$ cat src/rtl/add_share_arbiter_pkg.sv
// Shared constants, helpers and stage typedef for the shared-adder arbiter.
// Used by add_share_arbiter and by other shared units in the arithmetic cluster.
package add_arb_pkg;

  localparam int CNT_W    = 16;
  localparam int DATA_W   = 8;
  localparam int ID_MAX_W = 4;

  // Requester index width; never narrower than one bit.
  function automatic int id_w(input int num_req);
    return (num_req > 1) ? $clog2(num_req) : 1;
  endfunction

  typedef struct packed {
    logic                      valid;
    logic [ID_MAX_W-1:0]       id;
    logic signed [DATA_W-1:0]  a;
    logic signed [DATA_W-1:0]  b;
  } arb_stage_t;

endpackage

$ cat src/rtl/add_share_arbiter_if.sv
// Request/response bundle between lane request logic (master) and the
// shared adder (slave).
interface add_share_arbiter_if #(
  parameter int NUM_REQ = 4,
  parameter int WIDTH   = 8
);
  import add_arb_pkg::*;

  localparam int ID_W = id_w(NUM_REQ);

  logic [NUM_REQ-1:0]            req_valid;
  logic [NUM_REQ-1:0]            req_ready;
  logic [NUM_REQ-1:0][WIDTH-1:0] req_a;
  logic [NUM_REQ-1:0][WIDTH-1:0] req_b;
  logic                          rsp_valid;
  logic                          rsp_ready;
  logic [WIDTH:0]                rsp_sum;
  logic [ID_W-1:0]               rsp_id;

  modport master (
    output req_valid, req_a, req_b, rsp_ready,
    input  req_ready, rsp_valid, rsp_sum, rsp_id
  );

  modport slave (
    input  req_valid, req_a, req_b, rsp_ready,
    output req_ready, rsp_valid, rsp_sum, rsp_id
  );

endinterface

$ cat src/rtl/add_share_arbiter_rr_arbiter.sv
// Round-robin one-hot arbiter: search starts just after 'last' and wraps.
// Reusable by any shared unit in the cluster.
module rr_arbiter #(
  parameter int NUM_REQ = 4,
  parameter int ID_W    = 2
) (
  input  logic [NUM_REQ-1:0] req,
  input  logic [ID_W-1:0]    last,
  input  logic               en,
  output logic [NUM_REQ-1:0] grant
);

  logic [ID_W:0]           sh;
  logic [2*NUM_REQ-1:0]    req_dbl;
  logic [2*NUM_REQ-1:0]    gnt_dbl;
  logic [NUM_REQ-1:0]      rot_req;
  logic [NUM_REQ-1:0]      rot_gnt;

  // Rotate so index last+1 sits at bit 0, pick lowest set bit, rotate back.
  assign sh      = {1'b0, last} + (ID_W + 1)'(1);
  assign req_dbl = {req, req};
  assign rot_req = NUM_REQ'(req_dbl >> sh);
  assign rot_gnt = rot_req & (~rot_req + NUM_REQ'(1));
  assign gnt_dbl = {rot_gnt, rot_gnt} << sh;
  assign grant   = en ? gnt_dbl[2*NUM_REQ-1:NUM_REQ] : '0;

endmodule

$ cat src/rtl/add_share_arbiter.sv
// One registered signed adder shared round-robin by NUM_REQ requesters, 2-stage pipe.
// Optional per-requester grant counters on the grant_cnt port with ADD_ARB_STATS_EN.
module add_share_arbiter
  import add_arb_pkg::*;
#(
  parameter int NUM_REQ = 4,
  parameter int WIDTH   = 8
) (
  input  logic                          clk,
  input  logic                          rst_n,
  add_share_arbiter_if.slave            bus
`ifdef ADD_ARB_STATS_EN
  ,
  output logic [NUM_REQ-1:0][CNT_W-1:0] grant_cnt
`endif
);

  localparam int ID_W = id_w(NUM_REQ);

  logic                s1_v_reg;
  logic [WIDTH-1:0]    s1_a_reg;
  logic [WIDTH-1:0]    s1_b_reg;
  logic [ID_W-1:0]     s1_id_reg;
  logic                s2_v_reg;
  logic [WIDTH:0]      s2_sum_reg;
  logic [ID_W-1:0]     s2_id_reg;
  logic [ID_W-1:0]     last_reg;

  logic                s1_free;
  logic                s2_free;
  logic [NUM_REQ-1:0]  grant;
  logic                xfer;
  logic [ID_W-1:0]     grant_id;
  logic [WIDTH-1:0]    sel_a;
  logic [WIDTH-1:0]    sel_b;
  logic [WIDTH:0]      sum_next;

  assign s2_free = !s2_v_reg || bus.rsp_ready;
  assign s1_free = !s1_v_reg || s2_free;

  // Gating the enable with rst_n keeps req_ready low for the whole reset.
  rr_arbiter #(
    .NUM_REQ (NUM_REQ),
    .ID_W    (ID_W)
  ) u_rr_arbiter (
    .req   (bus.req_valid),
    .last  (last_reg),
    .en    (s1_free && rst_n),
    .grant (grant)
  );

  assign bus.req_ready = grant;
  assign xfer          = |grant;

  always_comb begin
    grant_id = '0;
    sel_a    = '0;
    sel_b    = '0;
    for (int i = 0; i < NUM_REQ; i++) begin
      if (grant[i]) begin
        grant_id = ID_W'(i);
        sel_a    = bus.req_a[i];
        sel_b    = bus.req_b[i];
      end
    end
  end

  assign sum_next = {s1_a_reg[WIDTH-1], s1_a_reg} + {s1_b_reg[WIDTH-1], s1_b_reg};

  always_ff @(posedge clk or negedge rst_n) begin
    if (!rst_n) begin
      last_reg  <= ID_W'(NUM_REQ - 1);
      s1_v_reg  <= 1'b0;
      s1_a_reg  <= '0;
      s1_b_reg  <= '0;
      s1_id_reg <= '0;
    end else begin
      if (xfer) begin
        last_reg <= grant_id;
      end
      if (s1_free) begin
        s1_v_reg <= xfer;
        if (xfer) begin
          s1_a_reg  <= sel_a;
          s1_b_reg  <= sel_b;
          s1_id_reg <= grant_id;
        end
      end
    end
  end

  // S2 registers only load on an advance, so results hold while stalled.
  always_ff @(posedge clk or negedge rst_n) begin
    if (!rst_n) begin
      s2_v_reg   <= 1'b0;
      s2_sum_reg <= '0;
      s2_id_reg  <= '0;
    end else if (s2_free) begin
      s2_v_reg <= s1_v_reg;
      if (s1_v_reg) begin
        s2_sum_reg <= sum_next;
        s2_id_reg  <= s1_id_reg;
      end
    end
  end

  assign bus.rsp_valid = s2_v_reg;
  assign bus.rsp_sum   = s2_sum_reg;
  assign bus.rsp_id    = s2_id_reg;

`ifdef ADD_ARB_STATS_EN
  generate
    for (genvar gi = 0; gi < NUM_REQ; gi++) begin : g_cnt
      logic [CNT_W-1:0] cnt_reg;

      always_ff @(posedge clk or negedge rst_n) begin
        if (!rst_n) begin
          cnt_reg <= '0;
        end else if (grant[gi] && (cnt_reg != {CNT_W{1'b1}})) begin
          cnt_reg <= cnt_reg + CNT_W'(1);
        end
      end

      assign grant_cnt[gi] = cnt_reg;
    end
  endgenerate
`endif

endmodule

$ cat src/flat_wrapper.sv
// flat-port wrapper written by rule: the top's interface ports become plain ports
module add_share_arbiter_flat import add_arb_pkg::*;
#(
  parameter int NUM_REQ = 4,
  parameter int WIDTH   = 8
)
  (clk, rst_n, bus_req_valid, bus_req_a, bus_req_b, bus_rsp_ready, bus_req_ready, bus_rsp_valid, bus_rsp_sum, bus_rsp_id);
  add_share_arbiter_if #(.NUM_REQ(NUM_REQ), .WIDTH(WIDTH)) bus_i ();
  input  logic clk;
  input  logic rst_n;
  input wire logic [$bits(bus_i.req_valid)-1:0] bus_req_valid;
  input wire logic [$bits(bus_i.req_a)-1:0] bus_req_a;
  input wire logic [$bits(bus_i.req_b)-1:0] bus_req_b;
  input wire logic [$bits(bus_i.rsp_ready)-1:0] bus_rsp_ready;
  output wire logic [$bits(bus_i.req_ready)-1:0] bus_req_ready;
  output wire logic [$bits(bus_i.rsp_valid)-1:0] bus_rsp_valid;
  output wire logic [$bits(bus_i.rsp_sum)-1:0] bus_rsp_sum;
  output wire logic [$bits(bus_i.rsp_id)-1:0] bus_rsp_id;
  assign bus_i.req_valid = bus_req_valid;
  assign bus_i.req_a = bus_req_a;
  assign bus_i.req_b = bus_req_b;
  assign bus_i.rsp_ready = bus_rsp_ready;
  assign bus_req_ready = bus_i.req_ready;
  assign bus_rsp_valid = bus_i.rsp_valid;
  assign bus_rsp_sum = bus_i.rsp_sum;
  assign bus_rsp_id = bus_i.rsp_id;
  add_share_arbiter #(.NUM_REQ(NUM_REQ), .WIDTH(WIDTH)) u_core (.clk(clk), .rst_n(rst_n), .bus(bus_i));
endmodule
$ cat config.mk
export PLATFORM = sky130hd
export DESIGN_NAME = add_share_arbiter_flat
export DESIGN_NICKNAME = d
export VERILOG_FILES = /design/src/rtl/add_share_arbiter_pkg.sv /design/src/rtl/add_share_arbiter_if.sv /design/src/rtl/add_share_arbiter_rr_arbiter.sv /design/src/rtl/add_share_arbiter.sv /design/src/flat_wrapper.sv
export SDC_FILE = /design/constraint.sdc
export NUM_CORES = 1
export LEC_CHECK = 0
export CORE_UTILIZATION = 44
export CTS_CLUSTER_DIAMETER = 200
export DETAILED_ROUTE_END_ITERATION = 8
export PLACE_DENSITY = 0.8
export SLEW_MARGIN = 0
export SYNTH_ARGS = -nofsm -noshare
export SYNTH_HDL_FRONTEND = slang
export SYNTH_SLANG_ARGS = --single-unit
$ cat constraint.sdc
create_clock -name clk -period 4.1 [get_ports clk]
set_input_delay 1.23 -clock clk [delete_from_list [all_inputs] [get_ports clk]]
set_output_delay 1.23 -clock clk [all_outputs]
set_load 0.01 [all_outputs]
== Word-level counts from Yosys, hierarchy flattened ==
Cells that the tools add are included.
Word-level totals
  register bits: 33
  input port bits: 71
  word-level logic and storage cells: 35
Cells by class
  $add $sub $neg: 3
  shift operators: 2
  muxes and demuxes: 12
  bitwise logic cells: 2
  reduce and logical (&&, ||, !) cells: 8
Operators with widths (count)
  $mux 8: 8
  $add 8x8->9: 1
  $shl 8x3->8: 1
  $shr 8x3->4: 1
  $add 4x1->4 const B: 1
  $and 4x4->4: 1
  $mux 2: 2
  $mux 4: 1
  $not 4->4: 1
  $reduce_and 2->1: 2
  $reduce_or 4->1: 1
  $add 2x1->3 const B: 1
  $logic_not 1->1: 2
  $logic_or 1x1->1: 2
  $logic_and 1x1->1: 1
  $mux 1: 1

== Logic depth before layout (Yosys ltp) ==
  depth in word-level cells: 11
  gate-level depth with buffers: 10

== Modules after synthesis ==
A second synthesis with hierarchy kept.
Second synthesis, totals
  cells, all modules: 235
  area, all modules: 2269.7 µm²
By module, submodules not included
  add_share_arbiter: times used 1, cells an instance 204, area an instance 2072.0 µm², seq. area each 828.3 µm²
  rr_arbiter: times used 1, cells an instance 31, area an instance 197.7 µm², seq. area each 0.0 µm²

== Worst setup path before layout ==
Ideal clock, no wire load.
  path kind: input port to output port
  start: input bus_req_valid[0]
  end: output bus_req_ready[1]
  arrival: 2414 ps
  slack: 456 ps
  cell stages on the path: 6
  cells stage by stage: and2b_4 > o2111a_1 > o21ba_1 > or2_2 > clkbuf_1 > clkbuf_8
Between the ends
  word-level cells in the longest chain between the ends: 6
RTL lines
  start, declared: RTL line flat_wrapper.sv:11  | input wire logic [$bits(bus_i.req_valid)-1:0] bus_req_valid;
  $shr 8x3->4 *: RTL line add_share_arbiter_rr_arbiter.sv:22  | assign rot_req = NUM_REQ'(req_dbl >> sh);
  $not 4->4: RTL line add_share_arbiter_rr_arbiter.sv:23  | assign rot_gnt = rot_req & (~rot_req + NUM_REQ'(1));
  $add 4x1->4: RTL line add_share_arbiter_rr_arbiter.sv:23
  $and 4x4->4 *: RTL line add_share_arbiter_rr_arbiter.sv:23
  $shl 8x3->8 *: RTL line add_share_arbiter_rr_arbiter.sv:24  | assign gnt_dbl = {rot_gnt, rot_gnt} << sh;
  $mux 4 *: RTL line add_share_arbiter_rr_arbiter.sv:25  | assign grant = en ? gnt_dbl[2*NUM_REQ-1:NUM_REQ] : '0;
  end, declared: RTL line flat_wrapper.sv:15  | output wire logic [$bits(bus_i.req_ready)-1:0] bus_req_ready;
Mark *: on every way between the ends. The rest lies on a longest branch, timed or not.

== Final worst setup path ==
  start: input bus_rsp_ready
  end: output bus_req_ready[2]
Between the ends
  word-level cells in the longest chain between the ends: 4
RTL lines
  start, declared: RTL line flat_wrapper.sv:14  | input wire logic [$bits(bus_i.rsp_ready)-1:0] bus_rsp_ready;
  $logic_or 1x1->1: RTL line add_share_arbiter.sv:38  | assign s2_free = !s2_v_reg || bus.rsp_ready;
  $logic_or 1x1->1: RTL line add_share_arbiter.sv:39  | assign s1_free = !s1_v_reg || s2_free;
  $logic_and 1x1->1: RTL line add_share_arbiter.sv:48  | .en (s1_free && rst_n),
  $mux 4: RTL line add_share_arbiter_rr_arbiter.sv:25
Every way passes these cells.

==> results.py <==
metrics = {
    "final_layout": {
        "area_growth_pct": 47.35,
        "layout-drive-gt1-share_pct": 18.43,
        "n_fill_cell": 379,
        "fin_util_pct": 68.90,
        "largest_reg_flops": 9,
        "insertedDiodeCount": 0,
        "nets": 411,
        "register_area_um2": 828.3,
        "finalNonFillerCells": 398,
        "multi_input_area_um2": 1252,
    },
    "logic_synthesis": {
        "synth_enable_flop_cells": 0,
        "synthArstFlopShare_pct": 100.0,
        "syn_area_per_cell_um2": 9.900,
        "seq_area_frac_synth_pct": 36.53,
        "syn_inst": 229,
        "yosysMostFrequentCell": "dfrtp_1",
        "synth_warnings": 0,
        "yosysUniqueCellTypes": 60,
        "synth_top_area_share_pct": 34.22,
        "netlist_top_cells_count": "31 x dfrtp_1, 27 x nand2_1, 18 x inv_1",
        "synth_area_um2": 2267,
        "yosys-top-cells-area": "dfrtp_1 34%, a222oi_1 6.2%, ha_1 5.0%",
        "synth-seq-cells": 33,
        "synthesis.nets": 310,
        "ys.flop_type": "dfrtp_1",
        "synth_top_area_cell": "dfrtp_1",
    },
    "placement": {
        "port_buffers": 86,
        "dpl.hpwl_um": 4935,
        "gp_congestion": 0.8733,
        "dp.cells": 389,
    },
    "floorplanning": {
        "boundaryPins": 87,
        "die_x_um": 73.78,
        "fp-row-count": 25,
        "die_y_um": 73.78,
        "coreArea_um2": 4848,
        "initial_utilization_pct": 46.76,
        "dieArea_um2": 5443,
    },
    "drt": {
        "first_pass_iters": 7,
        "drt-total-wl_um": 6353,
        "drt_iter0_drc": 142,
        "wl_per_cell_um": 15.96,
        "vias": 2204,
        "ant_nets": 0,
        "drc": 0,
        "vias_per_cell": 5.538,
    },
    "sta": {
        "rsz0062_at_grt": "no",
        "fin_skew_ns": 0.004341,
        "fin_crit_sh_pct": 97.92,
        "hold_viol": 0,
        "slew_headroom_pct": 73.14,
        "fin_crit_ns": 4.015,
        "drv_slew": 0,
        "hold_slack_ns": 0.4740,
        "worst_pin_slew_ns": 0.4029,
        "setup_viol_count_final": 0,
        "max_freq_mhz": 249.1,
    },
    "grt": {
        "grt_pass1_vias": 2150,
        "grt_pass1_wl_um": 10170,
        "antenna_found_initial": 0,
        "grt_max_degree": 24,
        "gr-total-overflow": 0,
        "track_usage_pct": 24.83,
    },
    "worst_setup_path": {
        "r2r-end": "u_core.s1_id_reg[1]",
        "reg2reg_from": "u_core.last_reg[1]",
        "path_class": "in -> out",
        "end_kind": "primary output",
        "startpoint_type": "input port",
        "slowest_stage": "clkdlybuf4s50_1",
        "crit_required_ns": 2.87,
        "slowest_delay_ns": 0.40,
        "crit_fanout": 4,
        "r2r_cells": 8,
        "cp_top_family": "buffers and inverters",
        "r2r_slack_ns": 1.46,
        "path_buf_inv": 3,
        "critPathArrivalTime_ns": 2.78,
        "crit_chain": "clkdlybuf4s50_1, nand3b_1, buf_4, nand3_1, a21oi_2, or2_2, clkdlybuf4s15_1",
    },
    "clock_tree": {
        "clk_pin_slew_ns": 0.07,
        "cts.sinks": 33,
        "htree_levels": 2,
        "worstSkewPairLatency_ns": 0.29,
        "cts_made_buffers": 5,
        "clk_path_buf_depth": 2,
        "cts-root-buf": "clkbuf_8",
        "cts_tree": "yes",
    },
    "job": {
        "cap_violations": 0,
    },
    "hold_path": {
        "holdPathStages": 1,
        "hold_path.startpoint": "u_core.s1_id_reg[0]",
        "hold_class": "reg -> reg",
        "min_to": "u_core.s1_id_reg[0]",
    },
    "status": {
        "status": "finished clean",
    },
    "power": {
        "pwr_density_cell_nw_per_um2": 744.1,
        "vdd_ir_drop_max_uv": 346.7,
        "p_leak_nw": 1.447,
    },
}
==> repair_timing <==
item,4_1_cts,5_1_grt
pin swaps,1,2
buffers inserted,1,0
hold buffers,0,0
hold endpoints to repair,0,0
endpoints found under the setup margin,4,4
resized for setup,9,6
==> cell usage in the layout (no fill, tap or decap), types with 8 or more instances in the layout <==
cell | synthesis | layout
nand2_1 | 27 | 27
a21oi_1 | 9 | 8
dfrtp_1 | 31 | 31
inv_1 | 18 | 18
a222oi_1 | 14 | 14
o211ai_2 | 8 | 8
buf_4 | 0 | 20
ha_1 | 9 | 9
o21ai_0 | 10 | 9
clkdlybuf4s50_1 | 0 | 77
==> report_power, final <==
part | switching (W) | total, W | internal, W
Sequential | 0.000126 | 0.000642 | 0.000516
Clock | 0.000115 | 0.000252 | 0.000137
Combinational | 0.000801 | 0.00159 | 0.000790
==> worst register-to-register path: cells and delay by family, from the launching register on <==
family,cells,cell delay [ns]
AOI/OAI and AO/OA,2,0.22
adders and majority gates,1,0.24
buffers and inverters,2,0.35
DFF,1,0.65
and+or+nand+nor,3,1.08
==> area by class of cell <==
class                   count  area share (%)
well taps                  67           2.509
inverters                  18           2.022
flip-flops and latches     33           24.79
clock buffers               8           2.697
multi-input cells         165           37.49
repair buffers            107           30.49
==> worst max-delay path by stage <==
| stage | startpoint | to | slack [ns] | cells after the start |
|---|---|---|---|---|
| after global placement | bus_req_valid[0] | bus_req_ready[1] | -0.30 | 6 |
| after CTS | bus_rsp_ready | bus_req_ready[2] | 0.04 | 7 |
| after floorplan | bus_req_valid[0] | bus_req_ready[1] | 0.46 | 6 |
| after detailed placement | bus_req_valid[2] | bus_req_ready[3] | -0.33 | 6 |
| final | bus_rsp_ready | bus_req_ready[2] | 0.09 | 7 |
| after global routing | bus_rsp_ready | bus_req_ready[2] | 0.01 | 7 |
==> cells by family (layout without fill, tap and decap cells) <==
logic type | after synthesis | in the layout | share of synthesized area, %
xor gates and xnor gates | 3 | 3 | 1.159
AOI/OAI and AO/OA | 78 | 78 | 28.75
buffers and inverters | 31 | 133 | 8.664
adders and majority gates | 10 | 10 | 5.850
DFF | 33 | 33 | 36.53
and+or+nand+nor | 70 | 70 | 16.89
muxes | 4 | 4 | 2.152
==> per-layer routing <==
layer / vias up / global-route usage [%] / wire length [um]
li1: 1070 / - / -
met1: 1029 / 32.27 / 2751
met2: 92 / 42.30 / 3074
met3: 13 / 4.527 / 415
met4: 0 / 6.624 / 111
met5: - / 0 / 0
==> per-stage QoR <==
stage / cell area [um2] / setup slack [ns] / TNS (ns) / power [W]
2_1_floorplan: 2267 / 0.4562 / 0 / 0.001756
3_3_place_gp: 3241 / -0.2996 / -1.123 / 0.002195
3_5_place_dp: 3241 / -0.3290 / -1.181 / 0.002240
4_1_cts: 3331 / 0.03637 / 0 / 0.002490
5_1_grt: 3341 / 0.009786 / 0 / 0.002710
6_report: 3341 / 0.08528 / 0 / 0.002486
(Power assumes the default switching activity.)
